==> src/rtl/fifo_pkg.sv <==
// Shared types and elaboration helpers for the FIFO pointer/status controller.
package fifo_pkg;

    // Accepted operation for the current cycle, encoded as {wr_ok, rd_ok}.
    typedef enum logic [1:0] {
        OP_IDLE = 2'b00,
        OP_WR   = 2'b10,
        OP_RD   = 2'b01,
        OP_RW   = 2'b11
    } op_t;

    function automatic int depth_of(input int aw);
        return 1 << aw;
    endfunction

    // almost_full threshold must be reachable (1..DEPTH).
    function automatic bit af_level_ok(input int aw, input int lvl);
        return (lvl >= 1) && (lvl <= depth_of(aw));
    endfunction

    // almost_empty threshold must leave full distinguishable (0..DEPTH-1).
    function automatic bit ae_level_ok(input int aw, input int lvl);
        return (lvl >= 0) && (lvl < depth_of(aw));
    endfunction

endpackage

==> src/rtl/fifo_ptr.sv <==
// Wrapping address pointer with increment enable and synchronous reset.
module fifo_ptr #(
    parameter int A_WIDTH = 4
) (
    input  logic               clk,
    input  logic               reset,
    input  logic               inc,
    output logic [A_WIDTH-1:0] addr
);

    // Advance by one on inc; natural modulo-DEPTH wrap from the register width.
    always_ff @(posedge clk) begin
        if (reset) begin
            addr <= '0;
        end else if (inc) begin
            addr <= addr + 1'b1;
        end
    end

endmodule

==> src/rtl/fifo_ctrl_stat.sv <==
// FIFO pointer/status controller: accept strobes, RAM addresses, occupancy
// count, registered threshold status and sticky error flags.
module fifo_ctrl_stat
    import fifo_pkg::*;
#(
    parameter int A_WIDTH  = 4,
    parameter int AF_LEVEL = 2**A_WIDTH - 2,
    parameter int AE_LEVEL = 2
) (
    input  logic               clk,
    input  logic               reset,
    input  logic               wr,
    input  logic               rd,
    input  logic               clr_err,
    output logic               wr_ok,
    output logic               rd_ok,
    output logic [A_WIDTH-1:0] w_addr,
    output logic [A_WIDTH-1:0] r_addr,
    output logic [A_WIDTH:0]   count,
    output logic               empty,
    output logic               full,
    output logic               almost_empty,
    output logic               almost_full,
    output logic               overflow,
    output logic               underflow
);

    localparam int             DEPTH   = depth_of(A_WIDTH);
    localparam logic [A_WIDTH:0] DEPTH_C = DEPTH[A_WIDTH:0];
    localparam logic [A_WIDTH:0] AF_C    = AF_LEVEL[A_WIDTH:0];
    localparam logic [A_WIDTH:0] AE_C    = AE_LEVEL[A_WIDTH:0];

    if (!af_level_ok(A_WIDTH, AF_LEVEL)) begin : g_bad_af_level
        $error("fifo_ctrl_stat: AF_LEVEL must lie in 1..DEPTH");
    end

    if (!ae_level_ok(A_WIDTH, AE_LEVEL)) begin : g_bad_ae_level
        $error("fifo_ctrl_stat: AE_LEVEL must lie in 0..DEPTH-1");
    end

    op_t              op;
    logic [A_WIDTH:0] count_next;

    // Accept strobes: a write into a full FIFO rides on a simultaneous read;
    // nothing is accepted while reset is high.
    always_comb begin
        rd_ok = ~reset & rd & ~empty;
        wr_ok = ~reset & wr & (~full | rd);
        op    = op_t'({wr_ok, rd_ok});
    end

    // Next occupancy; accept rules keep it inside 0..DEPTH.
    always_comb begin
        count_next = count;
        case (op)
            OP_WR:   count_next = count + 1'b1;
            OP_RD:   count_next = count - 1'b1;
            default: count_next = count;
        endcase
    end

    fifo_ptr #(.A_WIDTH(A_WIDTH)) u_wptr (
        .clk   (clk),
        .reset (reset),
        .inc   (wr_ok),
        .addr  (w_addr)
    );

    fifo_ptr #(.A_WIDTH(A_WIDTH)) u_rptr (
        .clk   (clk),
        .reset (reset),
        .inc   (rd_ok),
        .addr  (r_addr)
    );

    // Occupancy and status registered from count_next so they track count with no lag.
    always_ff @(posedge clk) begin
        if (reset) begin
            count        <= '0;
            empty        <= 1'b1;
            full         <= 1'b0;
            almost_empty <= 1'b1;
            almost_full  <= 1'b0;
        end else begin
            count        <= count_next;
            empty        <= (count_next == '0);
            full         <= (count_next == DEPTH_C);
            almost_empty <= (count_next <= AE_C);
            almost_full  <= (count_next >= AF_C);
        end
    end

    // Sticky error flags; a new error in the clearing cycle keeps the flag set.
    always_ff @(posedge clk) begin
        if (reset) begin
            overflow  <= 1'b0;
            underflow <= 1'b0;
        end else begin
            overflow  <= (wr & ~wr_ok) | (overflow  & ~clr_err);
            underflow <= (rd & ~rd_ok) | (underflow & ~clr_err);
        end
    end

endmodule

==> config.mk <==
export PLATFORM = sky130hd
export DESIGN_NAME = fifo_ctrl_stat
export DESIGN_NICKNAME = d
export VERILOG_FILES = /design/src/rtl/fifo_pkg.sv /design/src/rtl/fifo_ptr.sv /design/src/rtl/fifo_ctrl_stat.sv
export SDC_FILE = /design/constraint.sdc
export NUM_CORES = 1
export LEC_CHECK = 0
export CAP_MARGIN = 15
export CORE_ASPECT_RATIO = 0.5
export CORE_MARGIN = 2
export CORE_UTILIZATION = 25
export DETAILED_ROUTE_END_ITERATION = 7
export GPL_TIMING_DRIVEN = 0
export HOLD_SLACK_MARGIN = 0.06
export SLEW_MARGIN = 30
export SYNTH_ARGS = -nofsm -noshare
export SYNTH_HDL_FRONTEND = slang
export SYNTH_SLANG_ARGS = --single-unit
==> constraint.sdc <==
create_clock -name clk -period 3.7 [get_ports clk]
set_clock_uncertainty 0.1 [all_clocks]
set_input_delay 0.37 -clock clk [delete_from_list [all_inputs] [get_ports clk]]
set_output_delay 0.37 -clock clk [all_outputs]
set_load 0.02 [all_outputs]
==> summary.txt, run 1 <==
Drt
  • DR pass1 iterations: 3
  • Via density: ~4.2
  • Drc violations: 0
  • Final WL: between 1.5 and 2 mm
  • Final ANT Viol Nets: 0
  • Drt initial violations: 23
  • Detailed-route via count: just under 800
  • Routed wire length per instance: between 10 and 15 um

Cells and area
  • Most frequent cells in the layout: clkdlybuf4s50_1 (25), dfxtp_1 (19), nor2_1 (13)
  • Most common cell after layout, fill and taps aside: clkdlybuf4s50_1
  • Layout cell share with drive strength beyond 1: 13.0%
  • Fin cells: roughly 190
  • Final nets: between 100 and 150
  • Ant. Diodes: 0
  • Area grow syn2layout: 36.6%

Placement
  • Detailed placer's ending HPWL: 1.43 mm
  • Placed insts: between 150 and 200
  • GP Congestion: around 0.70
  • Port Buffers: 25

Die
  • DIE AREA: approximately 4500 um2
  • Initial Utilization: between 20% and 30%
  • Die Wd: 93.1 um
  • FP Rows: 16
  • Core ar.: about 3900 um2
  • DIE HEIGHT: slightly below 50 um
  • Ports: 26

Synthesis
  • Post-Synth XOR/XNOR Area: around a tenth
  • Post-synthesis sequential element count: 19
  • Simple-gate share of the synthesized area: a little over a fifth
  • Post-synth top area share: 38.3%
  • Largest family of logic cells by synthesized area: simple AND/OR/NAND/NOR gates
  • Seq/Total Area, Yosys: about two fifths
  • Cells after synthesis: just over 100
  • Synthesis Warnings: 0
  • Synth Net Count: roughly 110
  • Post-Synth Adder-Cell Area: under 10%
  • Area leader, netlist: dfxtp_1
  • Syn Std Cell Area: slightly below 1000 um2
  • Synth cell types: 37
  • Synth Area in Compound Gates: about an eighth
  • Syn avg cell area: 9.73 um2
  • Mux share of post-synthesis cell area: roughly 5.2%
  • Synth area leaders: dfxtp_1 (38%), ha_1 (6.3%), xor2_1 (5.3%)

CTS
  • H-tree lvl count: 1
  • Clock Sinks: 19
  • Clk pin slew, worst setup/hold paths: ~0.070 ns
  • Post-CTS Hold Buffers: 0
  • Clk root buf: clkbuf_8
  • CTS resizes: 0
  • CTS Buf Count: 3
  • TritonCTS clock tree: done
  • # Post-CTS Setup Buffers: 0
  • Worst-skew pair later-pin latency: ~0.25 ns
  • CTS max path bufs: 2

Job
  • Max_cap viols: 0

Hold path
  • Hold Path Sink: underflow
  • Min-delay worst type: reg2reg
  • Hold depth: 2
  • Critical hold path startpoint: underflow

STA
  • Worst hold slack: between 0.3 and 0.4 ns
  • RSZ-0062 raised after global routing: no
  • Final Hold Fails: 0
  • Fin crit period: 3.37 ns
  • Fmax achieved: ~300 MHz
  • Setup TNS: 0 ns
  • Max transition margin: 70.1%
  • Worst-margin pin slew: roughly 0.45 ns
  • Setup-failing EPs final: 0
  • Period utilization: just over 90%
  • Final Max Tran Viols: 0

Status
  • Outcome: finished, final reports clean

Critical path
  • R2r worst-path depth: 12
  • Startpoint type of the worst setup path: input pin
  • R2r setup slk: 0.67 ns
  • Endpoint type of the worst setup path: flip-flop
  • R2R Path End: empty
  • Worst EP required: 3.80 ns
  • Critical path class: in2reg
  • CP arrival: roughly 3.5 ns
  • Worst Path Max Fanout: 8
  • FF-to-FF Start: full

Global routing
  • Total GRT Usage: under 10%
  • Vias in the first global route: between 700 and 800
  • Pin count of the biggest net entering global routing: 11
  • Total gr overflow: 0
  • Antenna violations before repair: 0
  • First-pass GRT wire length: between 3 and 4 mm

Power
  • PwrDens: 375 nW/um2
  • Peak supply drop: 0.000145 V
  • Overall Power: 0.000508 W
  • Leak: around 0.52 nW
cells by family after synthesis:
| kind of cell | count (synthesis) |
|---|---|
| simple gates | 39 |
| compound gates | 17 |
| xor+xnor | 10 |
| mux | 5 |
| buf+inv | 7 |
| fa+ha+maj | 5 |
| flops | 19 |
cell usage after synthesis:
cell	count
a21oi_2	2
mux2_2	1
xnor2_1	2
xor2_1	6
a21o_2	1
buf_4	1
a211oi_1	1
a31oi_1	2
ha_1	5
nand2b_1	4
or3_1	1
nor2b_1	4
buf_6	2
nor3b_1	2
o21ai_0	1
mux2i_1	4
nand3b_1	1
and3b_1	1
o22ai_1	1
nor4_2	1
xor2_2	1
a21oi_1	4
a21boi_0	1
nand2_1	6
nand4_1	1
nor2_1	13
or2_2	1
o22ai_2	1
inv_1	2
clkbuf_8	1
clkbuf_1	1
nor4b_2	1
dfxtp_1	19
a41o_1	2
xnor2_2	1
nand3_1	3
a211o_1	1
critical path: stages:
cell and delay (ns):
clkdlybuf4s50_1 0.52, nand2b_1 0.16, nand2_1 0.15, or2_2 0.34, ha_1 0.20, buf_4 0.16, xor2_1 0.15, ha_1 0.22
mux2_2 0.36, nor4_2 0.19, o22ai_2 0.15, xor2_2 0.29, a41o_1 0.21
per-layer routing:
layer / vias up / GRT usage (%) / routed length [um]
met5: - / 0 / 0
met4: 0 / 4.41 / 41
met3: 5 / 3.12 / 62
met2: 7 / 15.1 / 925
met1: 361 / 10.3 / 937
li1: 408 / - / -
registers in the layout (all words and copies together) (netlist names):
| signal | cells |
|---|---|
| almost_empty | 1 |
| overflow | 1 |
| almost_full | 1 |
| empty | 1 |
| underflow | 1 |
| u_rptr.addr | 4 |
| full | 1 |
| count | 5 |
| u_wptr.addr | 4 |
worst max-delay path by stage:
stage                from           end  slack, ns
global route           rd         empty       0.07
finish                 rd         empty       0.33
detailed placement     rd         empty       0.07
floorplan           empty  almost_empty       0.63
global placement       rd  almost_empty       0.14
CTS                    rd         empty       0.32
area by class of cell:
class                   instances  area [um2]
plain buffers                   5        47.5
fillers                       401        2510
well taps                      54        67.6
inverters                       2        7.51
flip-flops and latches         19         380
multi-input cells              76         557
clock buffers                   4        45.0
repair buffers                 25         250
per-stage QoR:
stage | area (um2) | worst slack (ns) | util, %
2_1_floorplan | 992 | 0.632 | -
3_3_place_gp | 1310 | 0.137 | 33.9
3_5_place_dp | 1310 | 0.0714 | 33.9
4_1_cts | 1360 | 0.324 | 35.1
5_1_grt | 1360 | 0.0720 | 35.1
6_report | 1360 | 0.326 | 35.1
power breakdown:
part	leakage [nW]	internal, W	switching (W)
Sequential	0.155	0.000219	0.0000139
Clock	0.0228	0.0000765	0.0000660
Combinational	0.345	0.0000662	0.0000664
Power figures use the tool's default switching activity.
==> inputs of run 2 (changes only) <==
--- a/config.mk
+++ b/config.mk
@@ -12,6 +12,7 @@
 export DETAILED_ROUTE_END_ITERATION = 7
 export GPL_TIMING_DRIVEN = 0
 export HOLD_SLACK_MARGIN = 0.06
+export SKIP_LAST_GASP = 1
 export SLEW_MARGIN = 30
 export SYNTH_ARGS = -nofsm -noshare
 export SYNTH_HDL_FRONTEND = slang
==> results of run 2 <==
Same layout as run 1: the final DEF is identical, and so are final timing and power.
==> inputs of run 3 (changes only) <==
--- a/config.mk
+++ b/config.mk
@@ -12,6 +12,7 @@
 export DETAILED_ROUTE_END_ITERATION = 7
 export GPL_TIMING_DRIVEN = 0
 export HOLD_SLACK_MARGIN = 0.06
+export MAX_ROUTING_LAYER = met4
 export SKIP_LAST_GASP = 1
 export SLEW_MARGIN = 30
 export SYNTH_ARGS = -nofsm -noshare
==> run 3 against run 2 <==
Count of clock-buffer cells in the layout stayed put. Global-route usage increased by 0.29 points. Wire length hardly changed. Largest power group unchanged.
==> summary.txt, run 3 (synthesized netlist as in run 1, its figures left out) <==
Status
  • Outcome: finished, final reports clean

Cells and area
  • Top Registers: count x5, u_rptr.addr x4, u_wptr.addr x4
  • Fin cells: about 190
  • Top reg by flops: count
  • Max reg flops: 5
  • Storage element area: 380 um2
  • Area grow syn2layout: 36.6%
  • Most frequent cells in the layout: clkdlybuf4s50_1 (25), dfxtp_1 (19), nor2_1 (13)
  • Ant. Diodes: 0
  • Multi-input gate area: around 560 um2
  • FILL cells: approximately 400
  • Final nets: ~140
  • Most common cell after layout, fill and taps aside: clkdlybuf4s50_1
  • Layout cell share with drive strength beyond 1: between 10% and 20%

Placement
  • Placed insts: 181
  • Port Buffers: 25
  • GP Congestion: 0.706
  • Detailed placer's ending HPWL: 1.43 mm
  • Setup WS pre-CTS: 0.0714 ns

Drt
  • Drc violations: 0
  • Final WL: ~2.0 mm
  • Via density: around 4.2
  • Routed wire length per instance: roughly 11 um
  • DR pass1 iterations: 4
  • Drt initial violations: 14
  • Final ANT Viol Nets: 0
  • Detailed-route via count: about 780

Die
  • FP Rows: 16
  • DIE AREA: approximately 4500 um2
  • DIE HEIGHT: around 49 um
  • Core ar.: 3860 um2
  • Initial Utilization: between 20% and 30%
  • Die Wd: 93.1 um
  • Ports: 26

STA
  • Final Max Tran Viols: 0
  • Max transition margin: between 70% and 80%
  • Setup TNS: 0 ns
  • Final worst setup slack: around 0.33 ns
  • RSZ-0062 raised after global routing: no
  • Final Hold Fails: 0
  • Fin crit period: 3.37 ns
  • Period utilization: between 90% and 100%
  • Setup-failing EPs final: 0
  • Worst-margin pin slew: 0.438 ns
  • Fmax achieved: slightly below 300 MHz

Critical path
  • Endpoint type of the worst setup path: flip-flop
  • CP arrival: around 3.5 ns
  • Startpoint type of the worst setup path: input pin
  • Worst EP required: around 3.8 ns
  • Worst Path Max Fanout: 8
  • Critical path class: in2reg

Global routing
  • Pin count of the biggest net entering global routing: 11
  • Total GRT Usage: a little under a tenth
  • Antenna violations before repair: 0
  • Total gr overflow: 0
  • First-pass GRT wire length: around 3.2 mm
  • Vias in the first global route: approximately 700

CTS
  • Clock Sinks: 19
  • CTS max path bufs: 2
  • Clk root buf: clkbuf_8
  • Post-CTS Hold Buffers: 0
  • H-tree lvl count: 1
  • Clk pin slew, worst setup/hold paths: ~0.070 ns
  • # Post-CTS Setup Buffers: 0
  • CTS resizes: 0
  • CTS Buf Count: 3
  • Worst-skew pair later-pin latency: between 0.2 and 0.3 ns
  • TritonCTS clock tree: done

Power
  • PwrDens: about 370 nW/um2
  • Sw Ratio: ~29%
  • Reg power frac: a little under half
  • Internal power: approximately 0.00036 W
  • Clk pwr share: 28.1%
  • Sw power: about 0.00015 W
  • Leak: 0.522 nW
  • Combinational Power Share: a little over a quarter
  • Overall Power: 0.000507 W
  • Peak supply drop: approximately 0.00015 V

Job
  • Max_cap viols: 0

Hold path
  • Min-delay worst type: reg2reg
run 3: cell counts in the layout (fill, tap and decap cells not counted):
Identical to the previous run, type by type.
run 3: routing by layer:
layer  share of wire, %  wire length [um]  track usage [%]
met1                 49               960             10.7
met2                 48               950             15.0
met3                2.4                47             2.80
met4               0.51                10             4.41
met5                  0                 0                -
run 3: stage by stage:
stage / hold slack, ns / util (%) / instance area (um2)
after global routing: 0.407 / 35.1 / 1360
after detailed placement: 0.364 / 33.9 / 1310
after floorplan: 0.354 / - / 992
final: 0.372 / 35.1 / 1360
after CTS: 0.376 / 35.1 / 1360
after global placement: 0.363 / 33.9 / 1310
run 3: power by group through the flow:
stage          combinational (W)  sequential [W]  clock, W
6_report                0.000132        0.000232  0.000143
5_1_grt                 0.000144        0.000234  0.000155
4_1_cts                 0.000133        0.000233  0.000148
3_5_place_dp            0.000133        0.000237         0
3_3_place_gp            0.000132        0.000237         0
2_1_floorplan          0.0000693        0.000252         0
run 3: critical path, stage by stage:
cell             delay (ns)
clkdlybuf4s50_1        0.52
nand2b_1               0.16
nand2_1                0.15
or2_2                  0.34
ha_1                   0.20
buf_4                  0.16
xor2_1                 0.15
ha_1                   0.22
mux2_2                 0.36
nor4_2                 0.19
o22ai_2                0.15
xor2_2                 0.29
a41o_1                 0.21
run 3: cell type report:
| cell class | instances | area share, % |
|---|---|---|
| Tap cell | 54 | 4.99 |
| Clock buffer | 4 | 3.32 |
| Multi-Input combinational cell | 76 | 41.1 |
| Timing Repair Buffer | 25 | 18.5 |
| Inverter | 2 | 0.554 |
| Buffer | 5 | 3.51 |
| Sequential cell | 19 | 28.1 |
run 3: final timing paths:
path,startpoint,endpoint,slack [ns],cells past startpoint
max,rd,empty,0.33,13
max reg2reg,full,empty,0.67,12
min reg2reg,underflow,underflow,0.37,2
min,underflow,underflow,0.37,2
